$ cat src/rtl/aes_core_arbiter_pkg.sv
// rtl/aes_core_arbiter_pkg.sv - shared encodings for the AES core arbiter
// State and keylen codes match the encipher core; owner codes double as key_sel values.
package aes_core_arbiter_pkg;

  typedef enum logic [1:0] {
    ST_IDLE  = 2'd0,
    ST_ISSUE = 2'd1,
    ST_BUSY  = 2'd2,
    ST_RESP  = 2'd3
  } arb_state_t;

  typedef enum logic {
    KEYLEN_AES128 = 1'b0,
    KEYLEN_AES256 = 1'b1
  } keylen_t;

  typedef enum logic {
    OWNER_A = 1'b0,
    OWNER_B = 1'b1
  } owner_t;

endpackage

$ cat src/rtl/aes_rr_arbiter2.sv
// rtl/aes_rr_arbiter2.sv - combinational two-way round-robin grant
// On a tie the requester that did not win last time is granted; last_grant is held by the parent.
module aes_rr_arbiter2
  import aes_core_arbiter_pkg::*;
(
  input  logic a_valid,
  input  logic b_valid,
  input  logic last_grant,
  output logic grant_valid,
  output logic grant
);

  assign grant_valid = a_valid | b_valid;
  assign grant       = (a_valid && b_valid) ? (last_grant == OWNER_A) : b_valid;

endmodule

$ cat src/rtl/aes_core_arbiter.sv
// rtl/aes_core_arbiter.sv - shares one AES encipher core between requesters A and B
// One job in flight; a watchdog turns a silent core into an error response.
module aes_core_arbiter
  import aes_core_arbiter_pkg::*;
#(
  parameter int TIMEOUT_CYCLES = 20,
  parameter int CNT_W          = 5
) (
  input  logic         clk,
  input  logic         rst_n,
  input  logic         a_req_valid,
  output logic         a_req_ready,
  input  logic [127:0] a_req_block,
  input  logic         a_req_keylen,
  output logic         a_resp_valid,
  input  logic         a_resp_ready,
  output logic [127:0] a_resp_block,
  output logic         a_resp_err,
  input  logic         b_req_valid,
  output logic         b_req_ready,
  input  logic [127:0] b_req_block,
  input  logic         b_req_keylen,
  output logic         b_resp_valid,
  input  logic         b_resp_ready,
  output logic [127:0] b_resp_block,
  output logic         b_resp_err,
  output logic         core_next,
  output logic         core_keylen,
  output logic [127:0] core_block,
  input  logic [127:0] core_new_block,
  input  logic         core_ready,
  output logic         key_sel
);

  arb_state_t       state;
  logic             last_grant;
  logic [CNT_W-1:0] cnt;
  logic [127:0]     result;
  logic             err;
  logic             grant_valid;
  logic             grant;
  logic             owner_resp_ready;

  aes_rr_arbiter2 u_arb (
    .a_valid     (a_req_valid),
    .b_valid     (b_req_valid),
    .last_grant  (last_grant),
    .grant_valid (grant_valid),
    .grant       (grant)
  );

  assign a_req_ready = (state == ST_IDLE) && grant_valid && (grant == OWNER_A);
  assign b_req_ready = (state == ST_IDLE) && grant_valid && (grant == OWNER_B);

  // key_sel also records the owner of the job in flight.
  assign owner_resp_ready = (key_sel == OWNER_B) ? b_resp_ready : a_resp_ready;
  assign a_resp_block     = (key_sel == OWNER_A) ? result : '0;
  assign b_resp_block     = (key_sel == OWNER_B) ? result : '0;
  assign a_resp_err       = a_resp_valid & err;
  assign b_resp_err       = b_resp_valid & err;

  always_ff @(posedge clk or negedge rst_n) begin
    if (!rst_n) begin
      state        <= ST_IDLE;
      last_grant   <= OWNER_B;
      cnt          <= '0;
      result       <= '0;
      err          <= 1'b0;
      a_resp_valid <= 1'b0;
      b_resp_valid <= 1'b0;
      core_next    <= 1'b0;
      core_block   <= '0;
      core_keylen  <= KEYLEN_AES128;
      key_sel      <= OWNER_A;
    end else begin
      case (state)
        ST_IDLE: begin
          if (grant_valid) begin
            core_block  <= (grant == OWNER_B) ? b_req_block : a_req_block;
            core_keylen <= (grant == OWNER_B) ? b_req_keylen : a_req_keylen;
            key_sel     <= grant;
            last_grant  <= grant;
            core_next   <= 1'b1;
            state       <= ST_ISSUE;
          end
        end
        ST_ISSUE: begin
          core_next <= 1'b0;
          cnt       <= '0;
          state     <= ST_BUSY;
        end
        ST_BUSY: begin
          cnt <= cnt + 1'b1;
          // A ready pulse in the final watchdog cycle still counts as success.
          if (core_ready) begin
            result       <= core_new_block;
            err          <= 1'b0;
            a_resp_valid <= (key_sel == OWNER_A);
            b_resp_valid <= (key_sel == OWNER_B);
            state        <= ST_RESP;
          end else if (cnt == CNT_W'(TIMEOUT_CYCLES - 1)) begin
            result       <= '0;
            err          <= 1'b1;
            a_resp_valid <= (key_sel == OWNER_A);
            b_resp_valid <= (key_sel == OWNER_B);
            state        <= ST_RESP;
          end
        end
        ST_RESP: begin
          if (owner_resp_ready) begin
            a_resp_valid <= 1'b0;
            b_resp_valid <= 1'b0;
            state        <= ST_IDLE;
          end
        end
        default: state <= ST_IDLE;
      endcase
    end
  end

endmodule

$ cat config.mk
export PLATFORM = sky130hd
export DESIGN_NAME = aes_core_arbiter
export DESIGN_NICKNAME = d
export VERILOG_FILES = /design/src/rtl/aes_core_arbiter_pkg.sv /design/src/rtl/aes_rr_arbiter2.sv /design/src/rtl/aes_core_arbiter.sv
export SDC_FILE = /design/constraint.sdc
export NUM_CORES = 1
export LEC_CHECK = 0
export ABC_AREA = 1
export BUFFER_PORTS_ARGS = -buffer_cell sky130_fd_sc_hd__buf_2
export CAP_MARGIN = 15
export CORE_AREA = 2 2 303 305
export DETAILED_ROUTE_END_ITERATION = 10
export DIE_AREA = 0 0 305 307
export SLEW_MARGIN = 0
export SYNTH_ARGS = -nofsm -noshare
export SYNTH_HDL_FRONTEND = slang
export SYNTH_SLANG_ARGS = --single-unit
$ cat constraint.sdc
create_clock -name clk -period 1.4 [get_ports clk]
set_input_delay 0.21 -clock clk [delete_from_list [all_inputs] [get_ports clk]]
set_output_delay 0.21 -clock clk [all_outputs]
set_load 0.1 [all_outputs]
Yosys cells after proc, flatten, opt, wreduce, memory -nomap -nowiden
Cells that the tools add are included.

Input bits: 393. Logic and storage cells: 64. Register bits after elaboration: 270.

Add/sub/neg operators: 1. Multiplexer cells: 25. Reduce and logical (&&, ||, !) cells: 14. Equality and inequality tests: 7. Bitwise operators: 6.

Operators with widths (count): $mux 128 (5); $mux 1 (11); $pmux 5 s2 (1); $mux 2 (4); $pmux 2 s4 (1); $reduce_bool 2->1 (4); $pmux 1 s2 (3); $reduce_and 2->1 (3); $reduce_and 3->1 (2); $add 5x1->5 const B (1); $eq 5x5->1 const B (1); $eq 2x2->1 const B (2); $logic_and 1x1->1 (4); $ne 2x2->1 const B (2); $ne 3x3->1 const B (1); $not 1->1 (3); $and 1x1->1 (2); $eq 2x1->1 const B (1); $logic_not 2->1 (1); $or 1x1->1 (1).

Longest topological paths before layout
Depth after elaboration: 4. Gate-level depth with buffers: 8. Gate-level depth less buffers: 8.

Hierarchy
Synthesis repeated with hierarchy kept, for this count alone.

Cells, all modules: 1738. Area total of the unflattened synthesis: 12833.6 µm².

By module, submodules not included: aes_core_arbiter (cells each 1735, sequential area each 6757.7 µm², instances 1, area an instance 12818.5 µm²); aes_rr_arbiter2 (cells each 3, sequential area each 0.0 µm², instances 1, area an instance 15.0 µm²).

Worst setup path before layout
No wires, ideal clock.

Path type: flip-flop to output port. Start: register key_sel. End: output port a_resp_block[100]. Cell stages (with the launch flop): 5. Buffers on the path: 3. Arrival: 2.648 ns. Path slack: -1.458 ns. Path through: dfrtp_1 clkbuf_1 buf_2 buf_1 nor2_1.

Longest elaborated chain between the ends: 1.

RTL lines: start: declaration (line aes_core_arbiter.sv:32) `output logic key_sel`; start signal: assignment (line aes_core_arbiter.sv:81) `key_sel <= grant;`; $mux 128 (line aes_core_arbiter.sv:57) `assign a_resp_block = (key_sel == OWNER_A) ? result : '0;`; end: declaration (line aes_core_arbiter.sv:17) `output logic [127:0] a_resp_block,`.

Every way passes these cells.

Worst setup path in the final report
Start: register key_sel. End: output port a_resp_block[106].

Same word-level chain as after synthesis.

==> impl_metrics.xml <==
<?xml version="1.0" encoding="UTF-8"?>
<metrics>
  <group name="placed_design">
    <metric name="dp.cells" unit="">3723</metric>
    <metric name="place.detailed.hpwl" unit="mm">57.5</metric>
    <metric name="port_buffers" unit="">785</metric>
    <metric name="gp_congestion" unit="">0.863</metric>
  </group>
  <group name="outcome">
    <metric name="violations" unit="">setup timing</metric>
    <metric name="status" unit="">finished, violations left</metric>
  </group>
  <group name="worst_setup_path">
    <metric name="max_stage_delay" unit="ns">0.51</metric>
    <metric name="cp-startpoint" unit="">key_sel</metric>
    <metric name="cpMostUsedCell" unit="">buf_12</metric>
    <metric name="series_of_cell_instances_along_the_critical_path" unit="">buf_12, buf_6, buf_4, nor2_4, buf_12</metric>
    <metric name="rrSetupSlack" unit="ns">-0.57</metric>
    <metric name="number_of_cells_traversed_by_the_worst_register_to_register_path" unit="">8</metric>
    <metric name="setup.worst_path.start_class" unit="">flop</metric>
    <metric name="worst_r2r_startpoint" unit="">state[0]</metric>
    <metric name="setup.worst_path.end_class" unit="">primary output</metric>
    <metric name="worst-endpoint-required" unit="ns">1.19</metric>
    <metric name="critical_path.slowest_cell" unit="">dfrtp_4</metric>
    <metric name="critical_path.endpoint" unit="">a_resp_block[106]</metric>
    <metric name="crit_type" unit="">flop to primary output</metric>
    <metric name="crit-reg2reg-capture" unit="">result[3]</metric>
    <metric name="cp.arrival" unit="ns">1.97</metric>
    <metric name="crit_fanout" unit="">18</metric>
  </group>
  <group name="synth">
    <metric name="synth_sequential_area_ratio" unit="%">52.9</metric>
    <metric name="netlist.top_cell.by_area" unit="">dfrtp_1</metric>
    <metric name="top_area_cells_in_the_synthesized_netlist" unit="">dfrtp_1 (53%), nand2_1 (20%), inv_1 (8.1%)</metric>
    <metric name="postSynthRegisterBits" unit="">270</metric>
    <metric name="synth_cells" unit="">1737</metric>
    <metric name="ys.warnings.count" unit="">0</metric>
    <metric name="postSynthNetCount" unit="">2135</metric>
    <metric name="synth_top_area_share" unit="%">52.7</metric>
    <metric name="yosysUniqueCellTypes" unit="">21</metric>
    <metric name="post_synth_instance_area" unit="mm2">0.0128</metric>
    <metric name="avgSynthCellArea" unit="um2">7.35</metric>
  </group>
  <group name="timing">
    <metric name="min_period" unit="ns">2.18</metric>
    <metric name="worst_clock_skew" unit="ns">0.0317</metric>
    <metric name="final-setup-viol-count" unit="">642</metric>
    <metric name="final_max_slew_viol_count" unit="">0</metric>
    <metric name="worst_slack" unit="ns">-0.775</metric>
    <metric name="timing.max_slew.rel_slack" unit="%">62.4</metric>
    <metric name="worst-slew-pin-transition" unit="ns">0.558</metric>
    <metric name="final.period_utilization" unit="%">155</metric>
    <metric name="hold_viol" unit="">0</metric>
    <metric name="max_freq" unit="MHz">460</metric>
    <metric name="unrepaired_setup_endpoints_after_global_routing" unit="">true</metric>
  </group>
  <group name="global_routing">
    <metric name="global_route.usage.total" unit="%">15.8</metric>
    <metric name="initial_antenna_violation_count" unit="">7</metric>
    <metric name="grt_pass1_wl" unit="mm">111</metric>
    <metric name="grt_remaining_overflow" unit="">0</metric>
    <metric name="first_global_vias" unit="">17000</metric>
    <metric name="largest_net_degree_at_the_start_of_global_routing" unit="">61</metric>
  </group>
  <group name="min_path">
    <metric name="hold_class" unit="">primary input to async pin</metric>
  </group>
  <group name="floorplanning">
    <metric name="pin_count" unit="">786</metric>
    <metric name="die_span_y" unit="um">307</metric>
    <metric name="floorplan.die_area" unit="mm2">0.0936</metric>
    <metric name="num_rows" unit="">111</metric>
    <metric name="start_util" unit="%">14.1</metric>
    <metric name="coreArea" unit="mm2">0.0907</metric>
    <metric name="die_width" unit="um">305</metric>
  </group>
  <group name="detailed_routing">
    <metric name="routed-via-count" unit="">16300</metric>
    <metric name="drc_violations_left" unit="">0</metric>
    <metric name="routed_wl" unit="mm">76.8</metric>
    <metric name="dr.pass1.iters" unit="">5</metric>
    <metric name="routed_wire_length_per_instance" unit="um">18.4</metric>
    <metric name="postRouteAntennaNets" unit="">0</metric>
    <metric name="iter_0_drt_violations" unit="">938</metric>
    <metric name="avgViaCountPerCell" unit="">3.91</metric>
  </group>
  <group name="final_layout">
    <metric name="multiInputGateArea" unit="mm2">0.00547</metric>
    <metric name="finalNetCount" unit="">3367</metric>
    <metric name="area.growth.synth_to_final" unit="%">139</metric>
    <metric name="sequential_cell_area" unit="mm2">0.00677</metric>
    <metric name="fin_cells" unit="">4176</metric>
    <metric name="drive_above_1_share" unit="%">42.7</metric>
    <metric name="fill_cells" unit="">8910</metric>
  </group>
  <group name="clock_tree">
    <metric name="cts_max_level" unit="">1</metric>
    <metric name="root_buffer" unit="">clkbuf_16</metric>
    <metric name="deepest_clock_path_buffer_count" unit="">3</metric>
    <metric name="clkLatencyLatePin" unit="ns">0.61</metric>
    <metric name="clkSlewWorstSetupHoldPaths" unit="ns">0.07</metric>
    <metric name="clkSinkCount" unit="">270</metric>
    <metric name="cts_tree" unit="">built</metric>
    <metric name="cts_buffers" unit="">30</metric>
  </group>
  <group name="job">
    <metric name="cap_viol_max_count" unit="">0</metric>
  </group>
</metrics>
## worst max-delay path, delay by kind of cell, from the launching register on
family	cells	cell delay (ns)
flops	1	0.51
simple gates	1	0.11
buf+inv	4	0.72
## synth_stat cells
cell type  count
dfstp_2        1
o21ai_1        1
buf_4          2
nor2_1       134
nor3b_1        1
dfrtp_1      269
clkbuf_1      29
buf_1          2
nand2_1      671
ha_1           5
o21ai_0      130
inv_1        275
a21oi_1        5
nand4_1        4
nor3_1         2
buf_2         66
o21ai_2        1
clkbuf_2       1
nand3_1      135
o21a_1         1
nor2_2         2
## timing repair
action,CTS,global route
hold buffers,386,0
hold endpoints to repair,481,0
pin swaps,6,0
resized for setup,136,48
buffers inserted,9,1
cloned,2,2
setup endpoints to repair,655,661
## flip-flops by register name, summed over array words and instances (netlist names), 2 cells and up
register,cells
core_block,128
state,2
cnt,5
result,128
## metrics by stage
stage	worst slack, ns	hold slack [ns]	TNS, ns	area, um2	utilization (%)
final	-0.775	0.0642	-282.84	30500	33.7
after CTS	-0.852	0.0280	-312.54	30300	33.4
after global routing	-0.860	0.0599	-336.43	30500	33.7
after detailed placement	-0.431	0.0992	-88.11	24900	27.5
after floorplan	-1.21	-0.0856	-178.10	13700	-
after global placement	-0.494	0.0955	-89.52	24900	27.5
## cell type report
| cell class | count | area share (%) |
|---|---|---|
| inverter | 275 | 4.99 |
| clock inverter | 6 | 0.115 |
| sequential | 270 | 22.2 |
| antenna | 2 | 0.0164 |
| multi-input combinational | 1092 | 17.9 |
| timing repair buffer | 1300 | 47.0 |
| tap | 1186 | 4.86 |
| clock buffer | 45 | 2.91 |
## routing by layer
metal | GRT usage, % | up-vias | share of wire (%)
li1 | - | 7668 | -
met1 | 18.3 | 7641 | 39
met2 | 28.2 | 850 | 50
met3 | 3.14 | 164 | 6.7
met4 | 6.68 | 0 | 4.7
met5 | 0 | - | 0
## placed cells by master (no fill, tap or decap), drive strengths merged, types with 2 or more instances in the layout
cell type / netlist / final
o21ai: 132 / 132
ha: 5 / 5
clkinvlp: 0 / 132
dfrtp: 269 / 269
nor2: 136 / 136
diode: 0 / 2
nand4: 4 / 4
clkinv: 0 / 4
bufbuf: 0 / 2
buf: 70 / 911
nand3: 135 / 135
nand2: 671 / 671
dlygate4sd3: 0 / 386
a21oi: 5 / 5
clkbuf: 30 / 46
nor3: 2 / 2
inv: 275 / 145
## cells by family after synthesis
group | Yosys count | share of synthesized area [%]
buffers and inverters | 375 | 11.7
AOI/OAI and AO/OA | 138 | 5.46
and+or+nand+nor | 949 | 29.4
adders and majority gates | 5 | 0.490
DFF | 270 | 52.9
## how the worst min path moves through the flow
stage                 end  slack, ns  cells past startpoint
4_1_cts        result[77]       0.03                      2
3_3_place_gp   result[78]        0.1                      1
2_1_floorplan      cnt[0]      -0.09                      0
6_report        result[7]       0.06                      2
3_5_place_dp   result[83]        0.1                      1
5_1_grt        result[77]       0.06                      2
Power is not shown: default switching activity piles up to over one toggle a cycle in this logic, so the estimate is an artifact.
